===== src/rtl/nibble_serial_alu_ctrl_pkg.sv =====
// Shared constants for the nibble-serial add/subtract sequencer.
package nibble_serial_alu_ctrl_pkg;

  localparam int NIBBLE_W = 4;

  localparam logic [1:0] ST_IDLE = 2'd0;
  localparam logic [1:0] ST_RUN  = 2'd1;
  localparam logic [1:0] ST_DONE = 2'd2;

endpackage


===== src/rtl/nibble_serial_alu_ctrl_adder.sv =====
// 4-bit ripple adder with carry-in; exposes the carry into bit 3 so the
// caller can form two's-complement overflow on the final nibble.
module nibble_adder_cin
  import nibble_serial_alu_ctrl_pkg::*;
(
  input  logic [NIBBLE_W-1:0] a,
  input  logic [NIBBLE_W-1:0] b,
  input  logic                cin,
  output logic [NIBBLE_W-1:0] sum,
  output logic                cout,
  output logic                c3
);

  logic [NIBBLE_W:0] c;

  always_comb begin
    c    = '0;
    c[0] = cin;
    for (int i = 0; i < NIBBLE_W; i++) begin
      c[i+1] = (a[i] & b[i]) | (c[i] & (a[i] ^ b[i]));
    end
  end

  assign sum  = a ^ b ^ c[NIBBLE_W-1:0];
  assign cout = c[NIBBLE_W];
  assign c3   = c[NIBBLE_W-1];

endmodule


===== src/rtl/nibble_serial_alu_ctrl.sv =====
// Multi-precision add/subtract sequencer: one shared 4-bit adder, one nibble
// per clock, LSB first, with the carry held in a flop between cycles.
//
// state | meaning
// IDLE  | waiting for start; result/co/overflow hold last operation
// RUN   | one nibble per clock through the shared adder
// DONE  | one-cycle completion pulse, start ignored
module nibble_serial_alu_ctrl
  import nibble_serial_alu_ctrl_pkg::*;
#(
  parameter int NIBBLES = 4
) (
  input  logic                        clk,
  input  logic                        reset,
  input  logic                        start,
  input  logic                        sub,
  input  logic [NIBBLE_W*NIBBLES-1:0] a,
  input  logic [NIBBLE_W*NIBBLES-1:0] b,
  output logic                        busy,
  output logic                        done,
  output logic [NIBBLE_W*NIBBLES-1:0] result,
  output logic                        co,
  output logic                        overflow
);

  localparam int W     = NIBBLE_W * NIBBLES;
  localparam int IDX_W = (NIBBLES > 1) ? $clog2(NIBBLES) : 1;
  localparam logic [IDX_W-1:0] LAST_IDX = IDX_W'(NIBBLES - 1);

  logic [1:0]          state;
  logic [IDX_W-1:0]    index;
  logic                carry;
  logic                sub_q;
  logic [W-1:0]        a_q;
  logic [W-1:0]        b_q;
  logic [NIBBLE_W-1:0] a_nib;
  logic [NIBBLE_W-1:0] b_nib;
  logic [NIBBLE_W-1:0] sum;
  logic                cout;
  logic                c3;

  // Subtraction is a + ~b + 1: b is inverted here, the +1 is the initial carry.
  assign a_nib = a_q[index*NIBBLE_W +: NIBBLE_W];
  assign b_nib = b_q[index*NIBBLE_W +: NIBBLE_W] ^ {NIBBLE_W{sub_q}};

  nibble_adder_cin u_adder (
    .a    (a_nib),
    .b    (b_nib),
    .cin  (carry),
    .sum  (sum),
    .cout (cout),
    .c3   (c3)
  );

  always_ff @(posedge clk or posedge reset) begin
    if (reset) begin
      state    <= ST_IDLE;
      index    <= '0;
      carry    <= 1'b0;
      sub_q    <= 1'b0;
      a_q      <= '0;
      b_q      <= '0;
      result   <= '0;
      co       <= 1'b0;
      overflow <= 1'b0;
    end else begin
      case (state)
        ST_IDLE: begin
          if (start) begin
            a_q   <= a;
            b_q   <= b;
            sub_q <= sub;
            carry <= sub;
            index <= '0;
            state <= ST_RUN;
          end
        end
        ST_RUN: begin
          result[index*NIBBLE_W +: NIBBLE_W] <= sum;
          carry <= cout;
          index <= index + 1'b1;
          if (index == LAST_IDX) begin
            co       <= cout;
            overflow <= c3 ^ cout;
            state    <= ST_DONE;
          end
        end
        ST_DONE: state <= ST_IDLE;
        default: state <= ST_IDLE;
      endcase
    end
  end

  assign busy = (state == ST_RUN) || (state == ST_DONE);
  assign done = (state == ST_DONE);

endmodule


===== config.mk =====
export PLATFORM = sky130hd
export DESIGN_NAME = nibble_serial_alu_ctrl
export DESIGN_NICKNAME = d
export VERILOG_FILES = /design/src/rtl/nibble_serial_alu_ctrl_pkg.sv /design/src/rtl/nibble_serial_alu_ctrl_adder.sv /design/src/rtl/nibble_serial_alu_ctrl.sv
export SDC_FILE = /design/constraint.sdc
export NUM_CORES = 1
export LEC_CHECK = 0
export ABC_AREA = 1
export BUFFER_PORTS_ARGS = -buffer_cell sky130_fd_sc_hd__buf_2
export CAP_MARGIN = 20
export CORE_AREA = 2 2 82 84
export CTS_BUF_LIST = sky130_fd_sc_hd__clkbuf_2
export CTS_CLUSTER_DIAMETER = 120
export DETAILED_ROUTE_END_ITERATION = 10
export DIE_AREA = 0 0 84 86
export PLACE_DENSITY = 0.69
export SYNTH_ARGS = -nofsm -noshare
export SYNTH_HDL_FRONTEND = slang
export SYNTH_HIERARCHICAL = 1
export SYNTH_SLANG_ARGS = --single-unit

===== constraint.sdc =====
create_clock -name clk -period 2.9 [get_ports clk]
set_clock_uncertainty 0.15 [all_clocks]
set_input_delay 0.145 -clock clk [delete_from_list [all_inputs] [get_ports clk]]
set_output_delay 0.145 -clock clk [all_outputs]
set_load 0.02 [all_outputs]

==> Yosys cells after proc, flatten, opt, wreduce, memory -nomap -nowiden <==
Cells that the tools add are included.
{ "classes": {"addsub": 2, "eq_ne": 5, "shifts": 4, "mux": 8, "n_bitwise": 20, "reduce_logical": 7} }
{ "op_table": {"columns": ["operator", "count"], "rows": [
  ["$neg 4->34", 1],
  ["$shift 4x34->16 const A", 1],
  ["$shiftx 4x34->16", 1],
  ["$shiftx 16x5->4", 2],
  ["$bwmux 16", 1],
  ["$xor 4x4->4", 3],
  ["$and 1x1->1", 8],
  ["$pmux 2 s2", 2],
  ["$reduce_and 2->1", 4],
  ["$mux 2", 3],
  ["$xor 1x1->1", 5],
  ["$eq 2x2->1 const B", 2],
  ["$ne 2x2->1 const B", 2],
  ["$or 1x1->1", 4],
  ["$add 2x1->2 const B", 1],
  ["$eq 2x1->1 const B", 1],
  ["$logic_not 2->1", 1],
  ["$pmux 1 s2", 1],
  ["$reduce_bool 2->1", 1],
  ["$logic_or 1x1->1", 1],
  ["$mux 1", 1]
]} }
{ "totals": {"reg_bits": 56, "in_bits": 36, "out_inout_bits": 20} }

==> Depth between registers and ports, before layout <==
{ "logic_depth": {"ltp_word": 12, "mapped_depth": 16} }

==> By module <==
The synthesis kept the hierarchy.
{ "by_module_without_submodules": {"columns": ["mod", "instances", "cells_per_inst", "area_each_um2"], "rows": [
  ["nibble_serial_alu_ctrl", 1, 332, 2663.8],
  ["nibble_adder_cin", 1, 12, 110.1]
]} }

==> Worst setup path before layout <==
No wires, ideal clock.
{ "synth_path": {"path_kind": "flip-flop to flip-flop", "start": "reg index[0]", "end": "reg result[7]", "setup_time_ns": 0.127, "arrival_time_ns": 2.625, "required_ns": 2.623, "slack_ns": -0.002, "stages_incl_launch_ff": 13, "period_less_slack_ns": 2.902, "cell_sequence": "dfrtp_1 > inv_2 > buf_2 > nor2_1 > o22ai_1 > fa_1 > inv_1 > fa_1 > fa_1 > inv_1 > fa_1 > nand3_1 > o21ai_0"} }
{ "synth_between": {"word_cells_on_any_way": 21, "cone_classes": "add/sub: 1; shift: 4; mux: 1; bitwise: 15"} }
{ "synth_rtl": {"columns": ["element", "line", "source"], "rows": [
  ["start: declaration", "nibble_serial_alu_ctrl.sv:31", "logic [IDX_W-1:0] index;"],
  ["start signal: assignment", "nibble_serial_alu_ctrl.sv:81", "index <= index + 1'b1;"],
  ["$shiftx 16x5->4 (*)", "nibble_serial_alu_ctrl.sv:43", "assign a_nib = a_q[index*NIBBLE_W +: NIBBLE_W];"],
  ["via a_nib[0]", "nibble_serial_alu_ctrl.sv:36", "logic [NIBBLE_W-1:0] a_nib;"],
  ["$xor 1x1->1", "nibble_serial_alu_ctrl_adder.sv:20", "c[i+1] = (a[i] & b[i]) | (c[i] & (a[i] ^ b[i]));"],
  ["$and 1x1->1", "nibble_serial_alu_ctrl_adder.sv:20", null],
  ["$or 1x1->1 (*)", "nibble_serial_alu_ctrl_adder.sv:20", null],
  ["$and 1x1->1 (*)", "nibble_serial_alu_ctrl_adder.sv:20", null],
  ["$or 1x1->1 (*)", "nibble_serial_alu_ctrl_adder.sv:20", null],
  ["$and 1x1->1 (*)", "nibble_serial_alu_ctrl_adder.sv:20", null],
  ["$or 1x1->1 (*)", "nibble_serial_alu_ctrl_adder.sv:20", null],
  ["via c3", "nibble_serial_alu_ctrl.sv:40", "logic c3;"],
  ["$xor 4x4->4 (*)", "nibble_serial_alu_ctrl_adder.sv:24", "assign sum = a ^ b ^ c[NIBBLE_W-1:0];"],
  ["via sum[3]", "nibble_serial_alu_ctrl.sv:38", "logic [NIBBLE_W-1:0] sum;"],
  ["$shiftx 4x34->16 (*)", "nibble_serial_alu_ctrl.sv:79", "result[index*NIBBLE_W +: NIBBLE_W] <= sum;"],
  ["$bwmux 16 (*)", "nibble_serial_alu_ctrl.sv:79", null],
  ["end signal: indexed assignment", "nibble_serial_alu_ctrl.sv:79", null],
  ["end: declaration", "nibble_serial_alu_ctrl.sv:21", "output logic [NIBBLE_W*NIBBLES-1:0] result,"]
]} }
The timed path passes the listed nets; every way through them passes the cells marked *.
A chain may end at the register's enable or synchronous reset.

==> Worst setup path after layout <==
{ "layout_path": {"start": "reg index[0]", "end": "reg result[15]"} }
{ "layout_between": {"elab_chain_cells": 12, "word_cells_on_any_way": 21, "cone_classes": "add/sub: 1; shift: 4; mux: 1; bitwise: 15"} }
{ "layout_rtl": {"columns": ["element", "line", "source"], "rows": [
  ["$shiftx 16x5->4 (*)", "nibble_serial_alu_ctrl.sv:44", "assign b_nib = b_q[index*NIBBLE_W +: NIBBLE_W] ^ {NIBBLE_W{sub_q}};"],
  ["$xor 4x4->4 (*)", "nibble_serial_alu_ctrl.sv:44", null],
  ["via b_nib[0]", "nibble_serial_alu_ctrl.sv:37", "logic [NIBBLE_W-1:0] b_nib;"],
  ["$xor 1x1->1", "nibble_serial_alu_ctrl_adder.sv:20", null],
  ["$and 1x1->1", "nibble_serial_alu_ctrl_adder.sv:20", null],
  ["$or 1x1->1 (*)", "nibble_serial_alu_ctrl_adder.sv:20", null],
  ["$and 1x1->1 (*)", "nibble_serial_alu_ctrl_adder.sv:20", null],
  ["$or 1x1->1 (*)", "nibble_serial_alu_ctrl_adder.sv:20", null],
  ["$and 1x1->1 (*)", "nibble_serial_alu_ctrl_adder.sv:20", null],
  ["$or 1x1->1 (*)", "nibble_serial_alu_ctrl_adder.sv:20", null],
  ["via c3", "nibble_serial_alu_ctrl.sv:40", null],
  ["$xor 4x4->4 (*)", "nibble_serial_alu_ctrl_adder.sv:24", null],
  ["via sum[3]", "nibble_serial_alu_ctrl.sv:38", null],
  ["$shiftx 4x34->16 (*)", "nibble_serial_alu_ctrl.sv:79", null],
  ["$bwmux 16 (*)", "nibble_serial_alu_ctrl.sv:79", null]
]} }
Marks and branches as above.

==> impl_results.md <==
* Status: finished clean
* CP startpoint kind: flop
* Final Setup Violations at 0
* Syn_area_per_cell at 8.064 um2
* Total gr overflow at 0
* Fillers at 562
* Placeable Area at approximately 6300 um2
* Internal power at 2.013 mW
* Site row count at 29
* Period utilization at 98.02%
* Pin count of the biggest net entering global routing at 35
* Crit path DAT at 3.08 ns
* N_diodes at 0
* Post-Route WL at 6340 um
* Num ports at 56
* Initial antenna violation count at 0
* Full die area at 7224 um2
* Commonest non-fill, non-tap cell in the layout: nand2_1
* Drt drc at 0
* CTS tree: done
* Final ANT Viol Nets at 0
* Initial Util at between 40% and 50%
* Top cell type's share of synthesized area at between 50 and 60%
* Clk root buf: clkbuf_2
* DRT iter0 DRCs at 108
* Max frequency at 351.8 MHz
* Switch share at 46.15%
* Req. time, crit path at 3.13 ns
* Fin nets at 498
* Worst-path fanout max at 8
* Clock sink count at between 50 and 60
* Layout cells sized above 1 at 24.00%
* RSZ-0062 raised after global routing: yes
* Setup crit end kind: flop
* Synthesis-stage register bit count at 56
* Setup TNS at 0 ns
* Worst setup margin at 0.05756 ns
* 1st-pass router iterations at 4
* Lkg Pwr at 1.975 nW
* Num CTS Buffers at 5
* IO Port Bufs at 55
* First-pass GRT wire length at 10,860 um
* Vias in the first global route at 2,391
* Clock transition at path regs at between 0.2 and 0.3 ns
* CP Class: flop to flop
* Max-cap violations at 0
* Placement Setup Slack at -0.05608 ns
* Slew Limit Fails at 0
* Per-cell routed wire length at roughly 12 um
* Slew headroom at a little under three fifths
* Total track usage at between 15 and 20%
* H-tree depth at 2
* Top cells by area, synth: dfrtp_1 51%, nand2_1 22%, o21ai_0 4.5%
* Worst VDD drop at 0.0006107 V
* Cell area after synthesis at 2774 um2
* Share of power burned in registers at 34.5%
* Area grow syn2layout at 31.62%
* Gpl congestion at between 0.9 and 1
* Post-synth top area cell: dfrtp_1
* Syn Inst Count at 344
* Clock power frac at just over 8%
* HPWL after detailed placement at ~4500 um
* Die Y at 86 um
* Share of total power in combinational logic at 57.2%
* Final Critical Period at 2.842 ns
* Switching pwr at 1.725 mW
* Syn_nets at approximately 390
* Sequential share of the synthesized area at 50.52%
* DR vias at between 2k and 2.5k
* YS warnings at 6
* Die width at between 80 and 90 um
* Cell variety after synth at 20
* Via/cell ratio at 4.698
* Most frequent cells in the layout: 161 x nand2_1, 55 x dfrtp_1, 55 x buf_2
* Fin. Hold Viols at 0
* Clk buf depth at 2
* Pwr dens at 1024 nW/um2
* Skew-Pair Late Insertion Delay at 0.45 ns
* Slew of the pin with the lowest slew margin at about 0.64 ns
* Hold Path Class: input port to asynchronous set/reset pin
==> layer usage <==
layer	global-route usage (%)	vias to the layer above	part of all wire (%)
met4	4.985	0	1.3
met1	25.02	1134	47
met2	30.98	56	48
li1	-	1278	-
met3	3.465	8	3.8
met5	0	-	0
==> registers in the layout, summed over array words and instances (netlist names) <==
name	count
state	2
b_q	16
result	16
a_q	16
co	1
sub_q	1
carry	1
index	2
overflow	1
==> final cells by class <==
cell class	instances	area, um2	share of cell area, %
clock buffer	6	30.03	0.8225
timing repair buffer	110	779.5	21.35
clock inverter	2	11.26	0.3084
inverter	24	92.59	2.536
sequential	56	1403	38.42
multi-input combinational	252	1239	33.93
tap	77	96.34	2.639
==> worst max-delay path, stage by stage (launching register included) <==
cell and delay [ns]:
dfrtp_2 0.52, inv_4 0.11, nand2_1 0.07, nand3_2 0.07, nand3_1 0.08, nand2_2 0.09, fa_2 0.20, inv_2 0.04
fa_2 0.37, fa_2 0.37, inv_2 0.07, fa_2 0.47, nand3_4 0.12, o21ai_2 0.05
==> power groups by stage <==
stage	Clock (mW)	Combinational [mW]	Sequential, mW
floorplan	0	1.35	1.30
global placement	0	1.81	1.30
detailed placement	0	1.86	1.30
CTS	0.311	1.98	1.29
global route	0.348	2.43	1.32
finish	0.309	2.14	1.29
==> stage by stage <==
| stage | cell area, um2 | hold WS, ns | total power [mW] | instances | utilization, % |
|---|---|---|---|---|---|
| after floorplan | 2776 | 0.1046 | 2.654 | 344 | - |
| after global placement | 3147 | 0.1054 | 3.113 | 477 | 50.13 |
| after detailed placement | 3147 | 0.1196 | 3.162 | 477 | 50.13 |
| after CTS | 3586 | 0.1347 | 3.577 | 524 | 57.13 |
| after global routing | 3651 | 0.1247 | 4.103 | 527 | 58.16 |
| final | 3651 | 0.1210 | 3.738 | 527 | 58.16 |
==> logic make-up (layout without fill, tap and decap cells) <==
logic type	count (synthesis)	count (layout)	synth area share [%]
AND/OR/NAND/NOR	204	204	29.05
flip-flops	56	56	50.52
buffers and inverters	36	142	6.720
AO/OA/AOI/OAI	34	34	6.450
adder cells (fa/ha/maj)	13	13	6.947
XOR/XNOR	1	1	0.3158
==> what timing repair did <==
item / 4_1_cts / 5_1_grt
hold endpoints to repair: 66 / 0
setup buffers: 4 / 3
hold buffers: 35 / 0
pin swaps: 4 / 10
endpoints found under the setup margin: 4 / 8
gates resized for setup: 7 / 16
==> path summary, 6_finish.rpt <==
path | start | endpoint | slack (ns) | depth (start not counted)
max | index[0]$_DFFE_PP0P_ | result[15]$_DFFE_PP0P_ | 0.06 | 13
min | reset | result[9]$_DFFE_PP0P_ | 0.12 | 3
max reg2reg | index[0]$_DFFE_PP0P_ | result[15]$_DFFE_PP0P_ | 0.06 | 13
min reg2reg | co$_DFFE_PP0P_ | co$_DFFE_PP0P_ | 0.37 | 2
max in group asynchronous | reset | index[0]$_DFFE_PP0P_ | 1.67 | 4
min in group clk | b[13] | b_q[13]$_DFFE_PP0P_ | 0.24 | 4
==> synth_stat cells (all sizes together) <==
library cell / instances
dfrtp: 56
fa: 4
nand4: 1
inv: 24
ha: 9
buf: 12
nor2: 15
o22ai: 4
a21oi: 1
xnor2: 1
nand2: 166
o21ai: 29
nand3: 22
Note: power is estimated with default switching activity, not from simulation.
